$ cat config.mk
export PLATFORM = sky130hd
export DESIGN_NAME = uart_rx_frame
export DESIGN_NICKNAME = d
export VERILOG_FILES = /design/src/rtl/uart_rx_frame.sv
export SDC_FILE = /design/constraint.sdc
export NUM_CORES = 1
export LEC_CHECK = 0
export ABC_AREA = 1
export BUFFER_PORTS_ARGS = -buffer_cell sky130_fd_sc_hd__buf_2
export CORE_ASPECT_RATIO = 0.9
export CORE_MARGIN = 1.5
export CORE_UTILIZATION = 62
export DETAILED_ROUTE_END_ITERATION = 10
export PLACE_DENSITY = 0.95
export SYNTH_ARGS = -nofsm -noshare
export SYNTH_HDL_FRONTEND = slang
export SYNTH_SLANG_ARGS = --single-unit
$ cat constraint.sdc
create_clock -name clk -period 2.52 [get_ports clk]
set_input_delay 0.126 -clock clk [delete_from_list [all_inputs] [get_ports clk]]
set_output_delay 0.126 -clock clk [all_outputs]
set_load 0.005 [all_outputs]
$ cat src/rtl/uart_rx_frame.sv
// uart_rx_frame: UART receive back end; walks a loaded 11-bit frame bit by bit.
// Define UART_RX_PARITY_EN to enable the even-parity check on rx[9].
module uart_rx_frame #(
  parameter int unsigned BIT_CYCLES = 1
) (
  input  logic        clk,
  input  logic        ret,
  input  logic        wr,
  input  logic [10:0] rx,
  output logic [7:0]  data_out,
  output logic        valid,
  output logic        frame_err,
  output logic        parity_err
);

  typedef enum logic [2:0] {
    IDLE,
    START,
    DATA,
    PARITY,
    STOP
  } state_e;

  localparam logic [7:0] LAST_CYC = 8'(BIT_CYCLES - 1);

  state_e      state_q, state_d;
  logic [10:0] shift_q, shift_d;
  logic [2:0]  bit_q, bit_d;
  logic [7:0]  cyc_q, cyc_d;
  logic [7:0]  acc_q, acc_d;
  logic [7:0]  dout_q, dout_d;
  logic        valid_q, valid_d;
  logic        ferr_q, ferr_d;
  logic        wr_q;
  logic        rise;
  logic        last;
`ifdef UART_RX_PARITY_EN
  logic        par_q, par_d;
  logic        pflag_q, pflag_d;
  logic        perr_q, perr_d;
`endif

  assign rise = wr & ~wr_q;

  // Next-state and pulse logic; one frame bit is consumed per BIT_CYCLES.
  always_comb begin
    state_d = state_q;
    shift_d = shift_q;
    bit_d   = bit_q;
    cyc_d   = cyc_q;
    acc_d   = acc_q;
    dout_d  = dout_q;
    valid_d = 1'b0;
    ferr_d  = 1'b0;
`ifdef UART_RX_PARITY_EN
    par_d   = par_q;
    pflag_d = pflag_q;
    perr_d  = 1'b0;
`endif
    last = (cyc_q == LAST_CYC);
    if (state_q != IDLE) begin
      cyc_d = last ? 8'd0 : cyc_q + 8'd1;
    end
    unique case (state_q)
      IDLE: begin
        if (rise) begin
          shift_d = rx;
          bit_d   = 3'd0;
          cyc_d   = 8'd0;
          acc_d   = 8'd0;
`ifdef UART_RX_PARITY_EN
          par_d   = 1'b0;
          pflag_d = 1'b0;
`endif
          state_d = START;
        end
      end
      START: begin
        if (last) begin
          shift_d = {1'b0, shift_q[10:1]};
          if (shift_q[0]) begin
            ferr_d  = 1'b1;
            state_d = IDLE;
          end else begin
            state_d = DATA;
          end
        end
      end
      DATA: begin
        if (last) begin
          acc_d   = {shift_q[0], acc_q[7:1]};
`ifdef UART_RX_PARITY_EN
          par_d   = par_q ^ shift_q[0];
`endif
          shift_d = {1'b0, shift_q[10:1]};
          bit_d   = bit_q + 3'd1;
          if (bit_q == 3'd7) begin
            state_d = PARITY;
          end
        end
      end
      PARITY: begin
        if (last) begin
`ifdef UART_RX_PARITY_EN
          pflag_d = par_q ^ shift_q[0];
`endif
          shift_d = {1'b0, shift_q[10:1]};
          state_d = STOP;
        end
      end
      STOP: begin
        if (last) begin
          state_d = IDLE;
          if (!shift_q[0]) begin
            ferr_d = 1'b1;
`ifdef UART_RX_PARITY_EN
          end else if (pflag_q) begin
            perr_d = 1'b1;
`endif
          end else begin
            dout_d  = acc_q;
            valid_d = 1'b1;
          end
        end
      end
      default: state_d = IDLE;
    endcase
  end

  // State and datapath registers with synchronous reset.
  always_ff @(posedge clk) begin
    if (ret) begin
      state_q <= IDLE;
      shift_q <= '0;
      bit_q   <= '0;
      cyc_q   <= '0;
      acc_q   <= '0;
      dout_q  <= '0;
      valid_q <= 1'b0;
      ferr_q  <= 1'b0;
      wr_q    <= 1'b0;
`ifdef UART_RX_PARITY_EN
      par_q   <= 1'b0;
      pflag_q <= 1'b0;
      perr_q  <= 1'b0;
`endif
    end else begin
      state_q <= state_d;
      shift_q <= shift_d;
      bit_q   <= bit_d;
      cyc_q   <= cyc_d;
      acc_q   <= acc_d;
      dout_q  <= dout_d;
      valid_q <= valid_d;
      ferr_q  <= ferr_d;
      wr_q    <= wr;
`ifdef UART_RX_PARITY_EN
      par_q   <= par_d;
      pflag_q <= pflag_d;
      perr_q  <= perr_d;
`endif
    end
  end

  assign data_out  = dout_q;
  assign valid     = valid_q;
  assign frame_err = ferr_q;
`ifdef UART_RX_PARITY_EN
  assign parity_err = perr_q;
`else
  assign parity_err = 1'b0;
`endif

endmodule

==> flow_metrics.env, run 1 <==
export IMPL_run_status="finished, final reports clean"
export IMPL_worstSkewPairLatency_ns=0.30
export IMPL_power_density_cell_area_mw_per_mm2=1050
export IMPL_most_common_layout_cells="sky130_fd_sc_hd__nand2_1 (63), sky130_fd_sc_hd__nor2_1 (45), sky130_fd_sc_hd__dfxtp_1 (44), sky130_fd_sc_hd__nand3_1 (33), sky130_fd_sc_hd__buf_2 (23)"
export IMPL_min_from="wr"
export IMPL_post_route_period_util_pct=74.3
export IMPL_timing_critical_path_required_ns=2.73
export IMPL_cp_slowest_cell="sky130_fd_sc_hd__dfxtp_1"
export IMPL_drive_gt1_share_pct=24.4
export IMPL_area_growth_pct=9.08
export IMPL_htreeDepth=2
export IMPL_post_synth_instance_area_sq_mm=0.00215
export IMPL_r2r_slack_ns=0.65
export IMPL_timing_final_max_slew_violations=0
export IMPL_worst_ir_drop_vdd_mv=0.761
export IMPL_grt_util_met3_pct=6.12
export IMPL_io_buffer_count=23
export IMPL_hp_class="in2reg"
export IMPL_routing_usage_on_met1_pct=29.2
export IMPL_crit_top_cell="sky130_fd_sc_hd__nor2_2"
export IMPL_postLayoutCoreUtil_pct=69.9
export IMPL_final_setup_worst_slack_ns=0.648
export IMPL_top_usage_layer="met2"
export IMPL_wire_per_inst_um=12.1
export IMPL_cts_resized=0
export IMPL_worst_r2r_startpoint="state_q[0]"
export IMPL_power_net_switching_uw=1080
export IMPL_slew_headroom_pct=52.9
export IMPL_groute_usage_overall_pct=24.0
export IMPL_total_leakage_power_uw=0.00108
export IMPL_worst_setup_path_start_kind="register"
export IMPL_syn_avg_cell_area_sq_um=7.44
export IMPL_list_of_cells_traversed_by_the_critical_path="nor2_2 -> nor2_2 -> nand3_2 -> nand2_2 -> nand3_1 -> nand2_1 -> nor2_1"
export IMPL_fp_dieArea_sq_mm=0.00383
export IMPL_finalClockSkew_ns=0.00774
export IMPL_finalHoldWorstSlack_ns=0.0474
export IMPL_cts_inserted_buffers=5
export IMPL_clkSlewWorstSetupHoldPaths_ns=0.08
export IMPL_layout_cells_most_common="sky130_fd_sc_hd__nand2_1"
export IMPL_detail_route_antenna_nets=0
export IMPL_dr_total_vias=1843
export IMPL_fillers=270
export IMPL_max_clock_freq_ghz=0.534
export IMPL_antenna_cells_inserted=0
export IMPL_overflow=0
export IMPL_chipHeight_um=58.9
export IMPL_hold_viol=0
export IMPL_cp_slowest_stage_delay_ns=0.47
export IMPL_p_comb_share_pct=43.0
export IMPL_setup_violations_final=0
export IMPL_drt_total_wl_mm=4.26
export IMPL_min_period_ns=1.87
export IMPL_ioPinCount=25
export IMPL_yosysWarningCount=0
export IMPL_worst_setup_path_end_kind="register"
export IMPL_critPathArrivalTime_ns=2.08
export IMPL_detailed_place_hpwl_mm=2.99
export IMPL_placement_rows=20
export IMPL_floorplan_initialDensity_pct=64.1
export IMPL_root_buffer="sky130_fd_sc_hd__clkbuf_8"
export IMPL_max_cap_violations=0
export IMPL_tritoncts_num_sinks=44
export IMPL_finalNetCount=325
export IMPL_p_int_uw=1380
export IMPL_switching_fraction_pct=43.9
export IMPL_drt_iter0_markers=143
export IMPL_worstPathMaxFanout=20
export IMPL_final_setup_tns_ns=0
export IMPL_cts_root_to_sink_buffers=2
export IMPL_detail_route_vias_per_cell=5.24
export IMPL_synth_cell_type_count=33
export IMPL_grt_setup_unrepaired="no"
export IMPL_power_frac_clock_pct=18.9
export IMPL_wire_length_of_the_first_global_routing_pass_mm=7.06
export IMPL_report_power_total_uw=2470
export IMPL_core_area_sq_mm=0.00335
export IMPL_postSynthCellCount=289
export IMPL_worst_setup_path_start="state_q[0]"
export IMPL_drt_drc_violations_left=0
export IMPL_postCtsSetupRepairBufs=0
export IMPL_dpl_worst_slack_ns=0.710
export IMPL_drt_pass1_iter_count=4
export IMPL_worst_slew_pin_transition_ns=0.705
export IMPL_yosysSeqAreaShare_pct=41.0
export IMPL_crit_type="reg2reg"
export IMPL_via_count_of_the_first_global_routing_pass=1652
export IMPL_synth_fp_nets=307
export IMPL_proportion_of_power_drawn_by_flip_flops_and_latches_pct=38.1
export IMPL_maximum_number_of_pins_on_one_net_before_global_route_repair=25
export IMPL_post_cts_hold_buffer_count=0
export IMPL_final_wtd_congestion=0.866
export IMPL_dieWidth_um=65.1
export IMPL_antenna_found_initial=0
export IMPL_groute_layer_met2_usage_pct=39.6
export IMPL_cts_tree="yes"
export IMPL_synth_ff_latch_count=44
worst max-delay path: cells and delay by family, from the launching register on:
family / cells / cell delay [ns]
AND/OR/NAND/NOR: 7 / 1.29
flip-flops: 1 / 0.47
final cells by class:
cell class	count	area, sq um	area share (%)
sequential	44	881	37.6
timing repair buffer	23	115	4.91
tap	44	55.1	2.35
clock inverter	2	15.0	0.640
inverter	19	71.3	3.04
multi-input combinational	214	1120	48.0
clock buffer	6	82.6	3.52
Yosys cell counts:
master | number | area, sq um
sky130_fd_sc_hd__buf_2 | 4 | 20.0
sky130_fd_sc_hd__nor3b_4 | 1 | 18.8
sky130_fd_sc_hd__nor3_2 | 1 | 10.0
sky130_fd_sc_hd__and2_2 | 1 | 7.51
sky130_fd_sc_hd__xor2_1 | 2 | 17.5
sky130_fd_sc_hd__o22ai_1 | 2 | 12.5
sky130_fd_sc_hd__inv_1 | 13 | 48.8
sky130_fd_sc_hd__nor2_2 | 4 | 25.0
sky130_fd_sc_hd__nor2_8 | 1 | 20.0
sky130_fd_sc_hd__a21oi_2 | 10 | 87.6
sky130_fd_sc_hd__and3_1 | 3 | 18.8
sky130_fd_sc_hd__buf_6 | 2 | 22.5
sky130_fd_sc_hd__clkbuf_1 | 3 | 11.3
sky130_fd_sc_hd__conb_1 | 1 | 3.75
sky130_fd_sc_hd__nand4_1 | 1 | 6.26
sky130_fd_sc_hd__nand3_1 | 33 | 165
sky130_fd_sc_hd__nor2_1 | 45 | 169
sky130_fd_sc_hd__o21ai_0 | 3 | 15.0
sky130_fd_sc_hd__nand2_2 | 13 | 81.3
sky130_fd_sc_hd__o21ai_2 | 1 | 8.76
sky130_fd_sc_hd__o21ai_1 | 8 | 40.0
sky130_fd_sc_hd__a21oi_1 | 10 | 50.1
sky130_fd_sc_hd__nand3_2 | 2 | 20.0
sky130_fd_sc_hd__nand2_4 | 2 | 22.5
sky130_fd_sc_hd__o2111a_1 | 1 | 11.3
sky130_fd_sc_hd__nand2_1 | 63 | 236
sky130_fd_sc_hd__nor2_4 | 1 | 11.3
sky130_fd_sc_hd__inv_2 | 6 | 22.5
sky130_fd_sc_hd__buf_4 | 2 | 15.0
sky130_fd_sc_hd__dfxtp_1 | 44 | 881
sky130_fd_sc_hd__buf_1 | 1 | 3.75
sky130_fd_sc_hd__ha_1 | 4 | 50.1
sky130_fd_sc_hd__a21oi_4 | 1 | 16.3
sequential cells by signal, indices dropped and copies added (netlist names):
register,flops
acc_q,8
bit_q,3
cyc_q,8
data_out,8
frame_err,1
shift_q,11
state_q,3
valid,1
wr_q,1
cell families (layout without fill, tap and decap cells):
kind of cell	after synthesis	in the layout	share of synthesized area [%]
buffers and inverters	31	50	6.69
other	1	1	0.174
adders and majority gates	4	4	2.33
DFF	44	44	41.0
xor gates and xnor gates	2	2	0.815
and+or+nand+nor	171	171	37.8
AOI/OAI and AO/OA	36	36	11.2
path summary, 6_finish.rpt:
check	endpoint	cells past startpoint
max	shift_q[0]	7
max reg2reg	shift_q[0]	7
min	wr_q	3
min reg2reg	bit_q[1]	2
layer usage:
metal  wire length [um]  up-vias
met5                  0        -
met4                 95        0
met3                161       11
met2               2060       34
met1               1940      835
li1                   -      963
stage by stage:
stage / cell area, sq um / cells
global placement: 2250 / 344
finish: 2340 / 352
global route: 2340 / 352
detailed placement: 2250 / 344
CTS: 2340 / 352
floorplan: 2150 / 289
power groups by stage:
stage	clock (uW)	sequential (uW)	combinational, uW
final	466	940	1060
after global routing	509	959	1190
after CTS	471	938	1060
after detailed placement	0	952	1050
after global placement	0	949	1010
after floorplan	0	935	955
Note: power is estimated with default switching activity, not from simulation.
==> run 2, diff against run 1 <==
--- a/config.mk
+++ b/config.mk
@@ -5,13 +5,13 @@
 export SDC_FILE = /design/constraint.sdc
 export NUM_CORES = 1
 export LEC_CHECK = 0
-export ABC_AREA = 1
+export ABC_AREA = 0
 export BUFFER_PORTS_ARGS = -buffer_cell sky130_fd_sc_hd__buf_2
 export CORE_ASPECT_RATIO = 0.9
 export CORE_MARGIN = 1.5
-export CORE_UTILIZATION = 62
+export CORE_UTILIZATION = 51
 export DETAILED_ROUTE_END_ITERATION = 10
-export PLACE_DENSITY = 0.95
+export PLACE_DENSITY = 0.85
 export SYNTH_ARGS = -nofsm -noshare
 export SYNTH_HDL_FRONTEND = slang
 export SYNTH_SLANG_ARGS = --single-unit
==> constraint.sdc (replaced) <==
create_clock -name clk -period 1.7 [get_ports clk]
set_input_delay 0.085 -clock clk [delete_from_list [all_inputs] [get_ports clk]]
set_output_delay 0.085 -clock clk [all_outputs]
set_load 0.005 [all_outputs]
==> run 2 against run 1 <==
  * Combinational power shrank 47%
  * Setup slack lost 0.65 ns
  * Final area grew 9.4%
  * Register-to-register slack lost 0.65 ns
  * Sequential share of layout area shrank 3.1 points
  * Total power grew 14%
  * Non-clock buffer count grew 30
  * Synthesized cell count shrank 26%
  * Critical path type unchanged
  * Largest power group is now registers
==> flow_metrics.env, run 2 <==
export IMPL_run_status="finished, final reports clean"
export IMPL_chipHeight_um=61.6
export IMPL_placement_rows=21
export IMPL_finalClockSkew_ns=0.00540
export IMPL_antenna_found_initial=0
export IMPL_drt_pass1_iter_count=5
export IMPL_asyncSetResetFlopFracSynth_pct=0
export IMPL_power_density_cell_area_mw_per_mm2=1090
export IMPL_detail_route_antenna_nets=0
export IMPL_via_count_of_the_first_global_routing_pass=1625
export IMPL_worst_setup_path_start="cyc_q[0]"
export IMPL_detailed_place_hpwl_mm=2.65
export IMPL_min_from="wr"
export IMPL_maximum_number_of_pins_on_one_net_before_global_route_repair=21
export IMPL_area_growth_pct=31.9
export IMPL_finalHoldWorstSlack_ns=0.0225
export IMPL_worstSkewPairLatency_ns=0.30
export IMPL_htreeDepth=2
export IMPL_post_cts_hold_buffer_count=0
export IMPL_worst_hold_path_endpoint="wr_q"
export IMPL_detail_route_vias_per_cell=5.91
export IMPL_setup_violations_final=0
export IMPL_report_power_total_uw=2810
export IMPL_postSynth_topFlopCell="sky130_fd_sc_hd__dfxtp_1"
export IMPL_worst_ir_drop_vdd_mv=0.812
export IMPL_ff2ff_path_depth=8
export IMPL_cts_inserted_buffers=5
export IMPL_timing_critical_path_required_ns=1.88
export IMPL_total_leakage_power_uw=0.00113
export IMPL_drt_iter0_markers=104
export IMPL_post_synth_instance_area_sq_mm=0.00194
export IMPL_finalNetCount=279
export IMPL_final_wtd_congestion=0.846
export IMPL_synth_enable_flop_cells=0
export IMPL_worst_setup_path_end_kind="register"
export IMPL_root_buffer="sky130_fd_sc_hd__clkbuf_8"
export IMPL_cp_slowest_cell="sky130_fd_sc_hd__dfxtp_2"
export IMPL_dieWidth_um=68.1
export IMPL_postLayoutCoreUtil_pct=69.7
export IMPL_yosysWarningCount=0
export IMPL_min_period_ns=1.70
export IMPL_r2r_slack_ns=0.002
export IMPL_r2r_end="data_out[2]"
export IMPL_ioPinCount=25
export IMPL_final_setup_tns_ns=0
export IMPL_max_ffs_per_register=11
export IMPL_drt_drc_violations_left=0
export IMPL_clkSlewWorstSetupHoldPaths_ns=0.08
export IMPL_most_common_layout_cells="sky130_fd_sc_hd__dfxtp_1 (42), sky130_fd_sc_hd__nor2_1 (28), sky130_fd_sc_hd__nand2_1 (26), sky130_fd_sc_hd__buf_4 (25), sky130_fd_sc_hd__buf_2 (23)"
export IMPL_worst_setup_path_start_kind="register"
export IMPL_fp_dieArea_sq_mm=0.00419
export IMPL_post_route_period_util_pct=99.9
export IMPL_wire_length_of_the_first_global_routing_pass_mm=7.53
export IMPL_grt_setup_unrepaired="yes"
export IMPL_dr_total_vias=1821
export IMPL_syn_avg_cell_area_sq_um=9.04
export IMPL_drive_gt1_share_pct=32.4
export IMPL_io_buffer_count=23
export IMPL_list_of_cells_traversed_by_the_critical_path="inv_2 -> ha_4 -> nor4b_4 -> buf_4 -> nand4_1 -> buf_6 -> mux2i_1 -> nor2_1"
export IMPL_synth_fp_nets=233
export IMPL_cts_root_to_sink_buffers=2
export IMPL_antenna_cells_inserted=0
export IMPL_cts_tree="yes"
export IMPL_max_cap_violations=0
export IMPL_hold_path_cell_count=2
export IMPL_netlist_top_cell_by_area="sky130_fd_sc_hd__dfxtp_1"
export IMPL_synth_most_common_cell="sky130_fd_sc_hd__dfxtp_1"
export IMPL_postSynthCellCount=215
export IMPL_timing_final_max_slew_violations=0
export IMPL_critPathArrivalTime_ns=1.87
export IMPL_tritoncts_num_sinks=44
export IMPL_drt_total_wl_mm=5.01
export IMPL_cp_slowest_stage_delay_ns=0.33
export IMPL_yosysSeqAreaShare_pct=45.3
export IMPL_netlist_top_cells_count="sky130_fd_sc_hd__dfxtp_1 (44), sky130_fd_sc_hd__nor2_1 (31), sky130_fd_sc_hd__nand2_1 (26)"
export IMPL_crit_type="reg2reg"
export IMPL_wire_per_inst_um=16.3
export IMPL_worstPathMaxFanout=9
export IMPL_top_cell_type_s_share_of_synthesized_area_pct=45.3
export IMPL_layout_cells_most_common="sky130_fd_sc_hd__dfxtp_1"
export IMPL_ys_top_cells_by_area="sky130_fd_sc_hd__dfxtp_1 (45%), sky130_fd_sc_hd__nor2_1 (6.0%), sky130_fd_sc_hd__mux2i_1 (5.1%)"
export IMPL_synth_ff_latch_count=44
export IMPL_synth_cell_type_count=43
export IMPL_largest_register="shift_q"
export IMPL_max_clock_freq_ghz=0.589
export IMPL_worst_r2r_startpoint="cyc_q[0]"
export IMPL_hold_viol=0
export IMPL_core_area_sq_mm=0.00368
export IMPL_floorplan_initialDensity_pct=52.9
export IMPL_groute_usage_overall_pct=24.5
export IMPL_hp_class="in2reg"
export IMPL_overflow=0
## run 2: what timing repair did
| item | 4_1_cts | 5_1_grt |
|---|---|---|
| pin swaps | 4 | 6 |
| endpoints found under the setup margin | 21 | 31 |
| cloned | 2 | 0 |
| gates resized for setup | 6 | 18 |
| setup buffers | 3 | 4 |
## run 2: cell type report
| type | instances | area, sq um |
|---|---|---|
| clock inverter | 3 | 90.1 |
| clock buffer | 5 | 68.8 |
| tap | 46 | 57.6 |
| fill | 252 | 1110 |
| timing repair buffer | 53 | 398 |
| sequential | 44 | 883 |
| inverter | 4 | 15.0 |
| multi-input combinational | 153 | 1050 |
## run 2: power by group
group          internal [uW]  leakage, uW  total (uW)  switching [uW]
Sequential              1090     0.000359        1150            58.2
Clock                    734    0.0000784        1090             354
Combinational            269     0.000692         565             296
## run 2: logic make-up after synthesis
logic type | count (synthesis) | share of synthesized area (%)
adder cells (fa/ha/maj) | 4 | 2.57
multiplexers | 10 | 5.15
buffers and inverters | 18 | 4.44
AO/OA/AOI/OAI | 47 | 18.2
flip-flops | 44 | 45.3
AND/OR/NAND/NOR | 91 | 24.1
other | 1 | 0.193
## run 2: worst max path at each step
stage	slack [ns]	cells past startpoint	to
floorplan	0.02	6	cyc_q[7]
global placement	-0.01	6	acc_q[2]
detailed placement	-0.09	6	acc_q[0]
CTS	0.006	8	acc_q[4]
global route	-0.07	8	data_out[5]
finish	0.002	8	data_out[2]
## run 2: worst max-delay path, delay by kind of cell, from the launching register on
| kind | cells | cell delay (ns) |
|---|---|---|
| buf+inv | 3 | 0.47 |
| simple gates | 3 | 0.46 |
| mux | 1 | 0.16 |
| flops | 1 | 0.33 |
| fa+ha+maj | 1 | 0.13 |
## run 2: per-stage QoR
stage	worst slack, ns	area (sq um)	cells
floorplan	0.0237	1940	215
global placement	-0.0111	2220	291
detailed placement	-0.0853	2220	291
CTS	0.00586	2490	304
global route	-0.0720	2560	308
finish	0.00232	2560	308
## run 2: layer usage
layer  GRT usage, %  part of all wire (%)  up-vias
li1               -                     -      861
met1           31.7                    44      872
met4           7.71                   2.5        0
met5              0                     0        -
met3           6.40                   5.8       14
met2           40.2                    48       74
